File: src/rtl/keypad_pkg.sv
// Shared types and constants for the 4x4 hex keypad scanner.
// The key map is indexed [row][col] and the helpers decode a one-cold column pattern.
package keypad_pkg;

  localparam int NUM_LINES = 4;

  typedef enum logic [1:0] {
    SCAN,
    DEBOUNCE,
    PRESSED
  } state_t;

  // Packed as {row3, row2, row1, row0}; each row is {col3, col2, col1, col0}.
  localparam logic [NUM_LINES-1:0][NUM_LINES-1:0][3:0] KEY_MAP = 64'hDF0E_C987_B654_A321;

  function automatic logic single_zero(input logic [3:0] p);
    return (p == 4'b1110) || (p == 4'b1101) || (p == 4'b1011) || (p == 4'b0111);
  endfunction

  function automatic logic [1:0] zero_index(input logic [3:0] p);
    logic [1:0] idx;
    case (p)
      4'b1101: idx = 2'd1;
      4'b1011: idx = 2'd2;
      4'b0111: idx = 2'd3;
      default: idx = 2'd0;
    endcase
    return idx;
  endfunction

endpackage

File: src/rtl/scan_tick_gen.sv
// Free-running divider producing a single-cycle scan enable every 2^SCAN_DIV_BITS clocks.
// The enable is a clock-enable for logic in the clk domain, not a derived clock.
module scan_tick_gen #(
  parameter int SCAN_DIV_BITS = 11
) (
  input  logic clk,
  input  logic rst,
  output logic tick
);

  logic [SCAN_DIV_BITS-1:0] div;

  always_ff @(posedge clk or posedge rst) begin
    if (rst) div <= '0;
    else     div <= div + 1'b1;
  end

  // High on the last count, so the divider wraps on the same edge the tick is consumed.
  assign tick = &div;

endmodule

File: src/rtl/keypad_scanner.sv
// Row-scanning 4x4 keypad reader with debounce; reports the accepted key as a hex code.
// Press-to-key_valid is at most (3 + DEBOUNCE_TICKS) scan ticks plus 2 clk of synchroniser.
module keypad_scanner
  import keypad_pkg::*;
#(
  parameter int SCAN_DIV_BITS  = 11,
  parameter int DEBOUNCE_TICKS = 4
) (
  input  logic       clk,
  input  logic       rst,
  input  logic [3:0] cols,
  output logic [3:0] rows,
  output logic [3:0] key_code,
  output logic       key_valid,
  output logic       key_held
);

  localparam int             CW         = $clog2(DEBOUNCE_TICKS + 1);
  localparam logic [CW-1:0]  COUNT_DONE = CW'(DEBOUNCE_TICKS);

  logic          tick;
  logic [3:0]    sync1;
  logic [3:0]    cs;
  state_t        state, state_nxt;
  logic [1:0]    row_idx, row_nxt;
  logic [3:0]    pat, pat_nxt;
  logic [CW-1:0] count, count_nxt, count_inc;
  logic [3:0]    key_code_nxt;
  logic          key_valid_nxt;
  logic          key_held_nxt;

  scan_tick_gen #(
    .SCAN_DIV_BITS(SCAN_DIV_BITS)
  ) u_tick (
    .clk  (clk),
    .rst  (rst),
    .tick (tick)
  );

  always_ff @(posedge clk or posedge rst) begin
    if (rst) begin
      sync1 <= 4'hF;
      cs    <= 4'hF;
    end else begin
      sync1 <= cols;
      cs    <= sync1;
    end
  end

  always_ff @(posedge clk or posedge rst) begin
    if (rst) begin
      state     <= SCAN;
      row_idx   <= 2'd0;
      pat       <= 4'hF;
      count     <= '0;
      key_code  <= 4'h0;
      key_valid <= 1'b0;
      key_held  <= 1'b0;
    end else begin
      state     <= state_nxt;
      row_idx   <= row_nxt;
      pat       <= pat_nxt;
      count     <= count_nxt;
      key_code  <= key_code_nxt;
      key_valid <= key_valid_nxt;
      key_held  <= key_held_nxt;
    end
  end

  assign rows      = ~(4'b0001 << row_idx);
  assign count_inc = count + 1'b1;

  // The row stays parked while debouncing or pressed, so row_idx doubles as the latched row
  // and the latched column pattern identifies the column.
  always_comb begin
    state_nxt     = state;
    row_nxt       = row_idx;
    pat_nxt       = pat;
    count_nxt     = count;
    key_code_nxt  = key_code;
    key_valid_nxt = 1'b0;
    key_held_nxt  = key_held;

    if (tick) begin
      case (state)
        SCAN: begin
          if (single_zero(cs)) begin
            pat_nxt = cs;
            if (DEBOUNCE_TICKS == 1) begin
              key_code_nxt  = KEY_MAP[row_idx][zero_index(cs)];
              key_valid_nxt = 1'b1;
              key_held_nxt  = 1'b1;
              count_nxt     = '0;
              state_nxt     = PRESSED;
            end else begin
              count_nxt = CW'(1);
              state_nxt = DEBOUNCE;
            end
          end else begin
            row_nxt = row_idx + 1'b1;
          end
        end

        DEBOUNCE: begin
          if (cs == pat) begin
            if (count_inc == COUNT_DONE) begin
              key_code_nxt  = KEY_MAP[row_idx][zero_index(pat)];
              key_valid_nxt = 1'b1;
              key_held_nxt  = 1'b1;
              count_nxt     = '0;
              state_nxt     = PRESSED;
            end else begin
              count_nxt = count_inc;
            end
          end else begin
            count_nxt = '0;
            row_nxt   = row_idx + 1'b1;
            state_nxt = SCAN;
          end
        end

        PRESSED: begin
          // Only a clean all-released sample counts; other keys or ghosts restart the count.
          if (cs == 4'hF) begin
            if (count_inc == COUNT_DONE) begin
              key_held_nxt = 1'b0;
              count_nxt    = '0;
              row_nxt      = row_idx + 1'b1;
              state_nxt    = SCAN;
            end else begin
              count_nxt = count_inc;
            end
          end else begin
            count_nxt = '0;
          end
        end

        default: begin
          count_nxt = '0;
          state_nxt = SCAN;
        end
      endcase
    end
  end

endmodule

File: config.mk
export PLATFORM = sky130hd
export DESIGN_NAME = keypad_scanner
export DESIGN_NICKNAME = d
export VERILOG_FILES = /design/src/rtl/keypad_pkg.sv /design/src/rtl/scan_tick_gen.sv /design/src/rtl/keypad_scanner.sv
export SDC_FILE = /design/constraint.sdc
export NUM_CORES = 1
export LEC_CHECK = 0
export ABC_AREA = 0
export BUFFER_PORTS_ARGS = -buffer_cell sky130_fd_sc_hd__buf_2
export CORE_MARGIN = 2
export CORE_UTILIZATION = 48
export CTS_CLUSTER_SIZE = 20
export DETAILED_ROUTE_END_ITERATION = 8
export PLACE_DENSITY = 0.67
export SLEW_MARGIN = 20
export SYNTH_ARGS = -nofsm -noshare
export SYNTH_HDL_FRONTEND = slang
export SYNTH_HIERARCHICAL = 1
export SYNTH_SLANG_ARGS = --single-unit
File: constraint.sdc
create_clock -name clk -period 5 [get_ports clk]
set_input_delay 0.5 -clock clk [delete_from_list [all_inputs] [get_ports clk]]
set_output_delay 0.5 -clock clk [all_outputs]
set_load 0.005 [all_outputs]
[Word-level counts from Yosys, hierarchy flattened]
Cells that the tools add are included.
Cells by class
  add/sub/neg operators: 3
  multiply operators: 0
  div/mod/pow operators: 0
  magnitude comparators: 2
  eq/ne operators: 20
  shifts and indexed selects: 1
  multiplexer cells: 34
  bitwise logic cells: 1
  reductions and logical operators: 13
Operators by type and width (count)
  binary-select mux 16 bit (select 2 bit): 1
  AND reduction 16 bit: 2
  two-way mux 2 bit: 13
  == test 4 bit, second input constant: 6
  one-hot mux 2 bit (3 select lines): 3
  two-way mux 16 bit: 1
  AND reduction 15 bit: 1
  != test 2 bit, second input constant: 7
  AND reduction 14 bit: 1
  AND reduction 13 bit: 1
  two-way mux 3 bit: 4
  AND reduction 12 bit: 1
  adder 11 x 1 -> 11 bit, second input constant: 1
  AND reduction 11 bit: 1
  one-hot mux 3 bit (3 select lines): 1
  binary-select mux 4 bit (select 2 bit): 1
  == test 4 x 3 -> 1 bit, second input constant: 2
  two-way mux 1 bit: 8
  < comparator 2 x 3 -> 1 bit, second input constant: 2
  == test 4 bit: 1
  two-way mux 4 bit: 1
  NOT 4 bit: 1
  << shifter 1 x 2 -> 4 bit, first input constant: 1
  adder 3 x 1 -> 3 bit, second input constant: 1
  10 further kinds: 12
Storage, ports and cells
  register bits: 36
  bits in latches: 0
  RAM bits: 0
  memory bits (read-only): 0
  input bits: 6
  output and inout port bits: 10
  memories kept: 0

[Logic depth before layout (Yosys ltp)]
  depth after elaboration: 8
  depth in mapped cells: 8

[Hierarchy]
The synthesis kept the hierarchy.
Modules (own cells, without submodules)
  keypad_scanner: times used 1, cells an instance 117, area an instance 1336.3 um^2, sequential area each 640.6 um^2
  scan_tick_gen: times used 1, cells an instance 39, area an instance 469.2 um^2, sequential area each 275.3 um^2

[Worst setup path after synthesis]
Ideal clock, no wire load.
  path kind: register to register
  start: register u_tick.div[0]
  end: register key_code[1]
  library setup time: 0.125 ns
  arrival: 1.823 ns
  required time: 4.875 ns
  slack: 3.053 ns
  stages on the path, launching flop included: 9
  clock period less this slack: 1.947 ns
  cell sequence: dfrtp_1 ha_1 nand2_1 nor4_4 and2_2 clkbuf_1 nand2_1 nor2_4 mux2_2
On the way
  cells in the longest elaborated chain, start to end: 1
RTL lines
  from (decl): RTL line scan_tick_gen.sv:11  | logic [SCAN_DIV_BITS-1:0] div;
  from (signal assigned): RTL line scan_tick_gen.sv:15  | else div <= div + 1'b1;
  AND reduction 14 bit (no line)
  to (signal assigned): RTL line keypad_scanner.sv:64  | key_code <= key_code_nxt;
  to (decl): RTL line keypad_scanner.sv:13  | output logic [3:0] key_code,
Every way passes these cells.
A chain may end at the register's enable or synchronous reset.

[Worst setup path in the final report]
  start: register cs[3]
  end: register key_code[1]
On the way
  cells in the longest elaborated chain, start to end: 2
RTL lines
  from (decl): RTL line keypad_scanner.sv:23  | logic [3:0] cs;
  from (signal assigned): RTL line keypad_scanner.sv:46  | cs <= sync1;
  == test 4 bit: RTL line keypad_scanner.sv:105  | if (cs == pat) begin
  AND reduction 14 bit (no line)
Every way passes these cells.

==> results.md <==
- Tot GR Track Use: 15.4%
- Syn_nets: 172
- Synth cell count leaders: 24 x dfrtp_1, 17 x inv_1, 12 x dfstp_2, 10 x ha_1, 10 x xnor2_1
- Root buffer cell: clkbuf_8
- Post-route setup TNS: 0 ns
- Total power: approximately 520 uW
- Top_reg_cell synth: dfrtp_1
- Synth top area share: 33.3%
- Hold Vio Cnt, Final: 0
- Crit path cell chain: xnor2_1 -> nand3_1 -> or4_1 -> nor2_4 -> mux2_2
- #FFs+latches synth: 36
- Adder-Cell Fraction of Synth Area: between 6 and 7%
- Layout cell share with drive strength beyond 1: 29.1%
- Worst Hold Margin: 0.193 ns
- Avg Cell Area, Syn: 11.6 sq um
- RSZ-0062 raised after global routing: false
- Clock Sinks: 36
- Multiplexer area fraction after synthesis: 9.22%
- CP Capture Type: flop
- Top cells by area, synth: dfrtp_1 33%, dfstp_2 17%, ha_1 6.9%
- Die width: between 60 and 70 um
- CP Buf/Inv Count: 0
- Count of cell types in the netlist: 38
- Slew Limit Fails: 0
- I/O pin total: 16
- Final Setup Violations: 0
- Vias per Instance: 5.13
- P&R area growth vs syn: 11.3%
- Count leader, synth: dfrtp_1
- CTS Hold Bufs: 0
- Final Cell Area: 2010 sq um
- Hold Path Class: input pin to async pin
- Yosys top cell by area: dfrtp_1
- Slew headroom: ~39%
- Max clock buf depth: 2
- Drt first pass iters: 4
- Die span in y: 65.3 um
- Setup Fix Bufs, Post-CTS: 0
- EDFF count, synth: 0
- Post-Synthesis Cells: approximately 160
- Hpwl dp: 2120 um
- Antenna cells: 0
- Total number of vias: approximately 1100
- Gr ovfl total: 0
- Initial cell density of the core: about 50%
- Crit path max-delay cell type: dfstp_2
- YS warnings: 6
- RD Place Congestion: 0.790
- Core area: 3630 sq um
- First-iteration detailed-routing DRC count: 44
- Placed Area: 1920 sq um
- Worst setup SP type: flop
- Vias in the first global route: 1176
- CTS tree: yes
- Antenna-violating nets left: 0
- # resized after CTS: 0
- Mapped Area: 1810 sq um
- Post-synthesis xor/xnor area fraction: 8.73%
- Final min period: 2.06 ns
- Final clock skew: 0.00665 ns
- Seq/Total Area, Yosys: 50.7%
- Synth Area in Compound Gates: 6.65%
- Synth async-reset ratio: 100%
- Max-cap violations: 0
- Required time worst endpoint: 5.17 ns
- Outcome: finished, final reports clean
- Clk Latency, worst-skew pair: roughly 0.29 ns
- Clock slew at reported path FFs: 0.08 ns
- I/O Buffers: 15
- Final core occ: 55.3%
- Per-cell routed wire length: 12.6 um
- Crit Path Class: flop to flop
- LEAKAGE: 0.000921 uW
- First-pass GRT wire length: 5000 um
- Final WL: 2820 um
- Pwr dens: approximately 260 nW/um^2
- Max VDD drop: 0.218 mV
- Post-Synth Simple-Gate Area: about an eighth
- DRC: 0
- TritonCTS Buffers: 5
- Core Rows: 22
- Pin count of the biggest net entering global routing: 26
- Nets: 190
- F_max: 486 MHz
- Initial antenna violation count: 0
- Main combinational cell family by area after synthesis: simple AND/OR/NAND/NOR gates
- Worst-Margin Slew: around 0.91 ns
- CP Max Fanout: 7
- Crit-path max cell delay: 0.59 ns
- Die area: 4270 sq um
- H-tree depth: 2
- Critical Path AT: 2.23 ns
- Period utilization: 41.2%
- Crit-path leading delay family: simple AND/OR/NAND/NOR gates
-- cell type report --
cell class	count	area [sq um]
clock buffer	5	68.8
clock inverter	3	23.8
fill	339	1620
inverter	17	63.8
multi-input combinational	99	802
sequential	36	916
tap	48	60.1
timing repair buffer	15	75.1
-- layout by cell type (no fill, tap or decap), types with 2 or more instances in the layout --
cell type / instances
o22ai_1: 2
mux2i_1: 5
clkbuf_8: 5
ha_1: 10
mux2_2: 7
a22o_1: 2
dfrtp_1: 24
buf_2: 15
inv_1: 17
xor2_1: 8
nand3_1: 7
nor3_1: 4
a21oi_1: 5
nor2_1: 6
clkinvlp_4: 2
dfstp_2: 12
nand4b_1: 2
xnor2_1: 10
nand2_1: 8
o21ai_0: 5
-- sequential cells by signal (all words and copies together), names as in the netlist --
register    count
key_held        1
sync1           4
key_valid       1
u_tick/div     11
state           2
count           3
row_idx         2
key_code        4
cs              4
pat             4
-- power breakdown --
part / switching [uW] / total, uW / internal, uW
logic: 7.83 / 12.2 / 4.39
clock network: 108 / 206 / 98.5
registers: 3.21 / 300 / 297
-- cell families (layout without fill, tap and decap cells) --
kind of cell,Yosys count,count (layout)
adders and majority gates,10,10
and+or+nand+nor,38,38
DFF,36,36
buffers and inverters,21,40
AOI/OAI and AO/OA,19,19
muxes,14,14
xor gates and xnor gates,18,18
-- metrics by stage --
stage / setup slack [ns] / std cells
6_report: 2.94 / 223
3_3_place_gp: 2.99 / 215
5_1_grt: 2.83 / 223
3_5_place_dp: 2.94 / 215
4_1_cts: 2.93 / 223
2_1_floorplan: 3.05 / 156
-- worst paths after layout --
| check | startpoint | endpoint | slack, ns | cells past startpoint |
|---|---|---|---|---|
| worst max-delay path | cs[3]$_DFF_PP1_ | key_code[1]$_DFFE_PP0P_ | 2.94 | 5 |
| worst min-delay path | rst | u_tick/div[10]$_DFF_PP0_ | 0.19 | 2 |
| worst max register to register | cs[3]$_DFF_PP1_ | key_code[1]$_DFFE_PP0P_ | 2.94 | 5 |
| worst min register to register | sync1[0]$_DFF_PP1_ | cs[0]$_DFF_PP1_ | 0.36 | 0 |
| max in group asynchronous | rst | key_code[3]$_DFFE_PP0P_ | 4.03 | 2 |
| min in group clk | cols[1] | sync1[1]$_DFF_PP1_ | 0.30 | 1 |
-- metal layers --
layer / track usage (%) / up-vias / share of wire (%)
li1: - / 557 / -
met1: 16.6 / 553 / 41
met2: 28.6 / 32 / 53
met3: 4.62 / 3 / 5.2
met4: 4.69 / 0 / 0.75
met5: 0 / - / 0
Note: power is estimated with default switching activity, not from simulation.
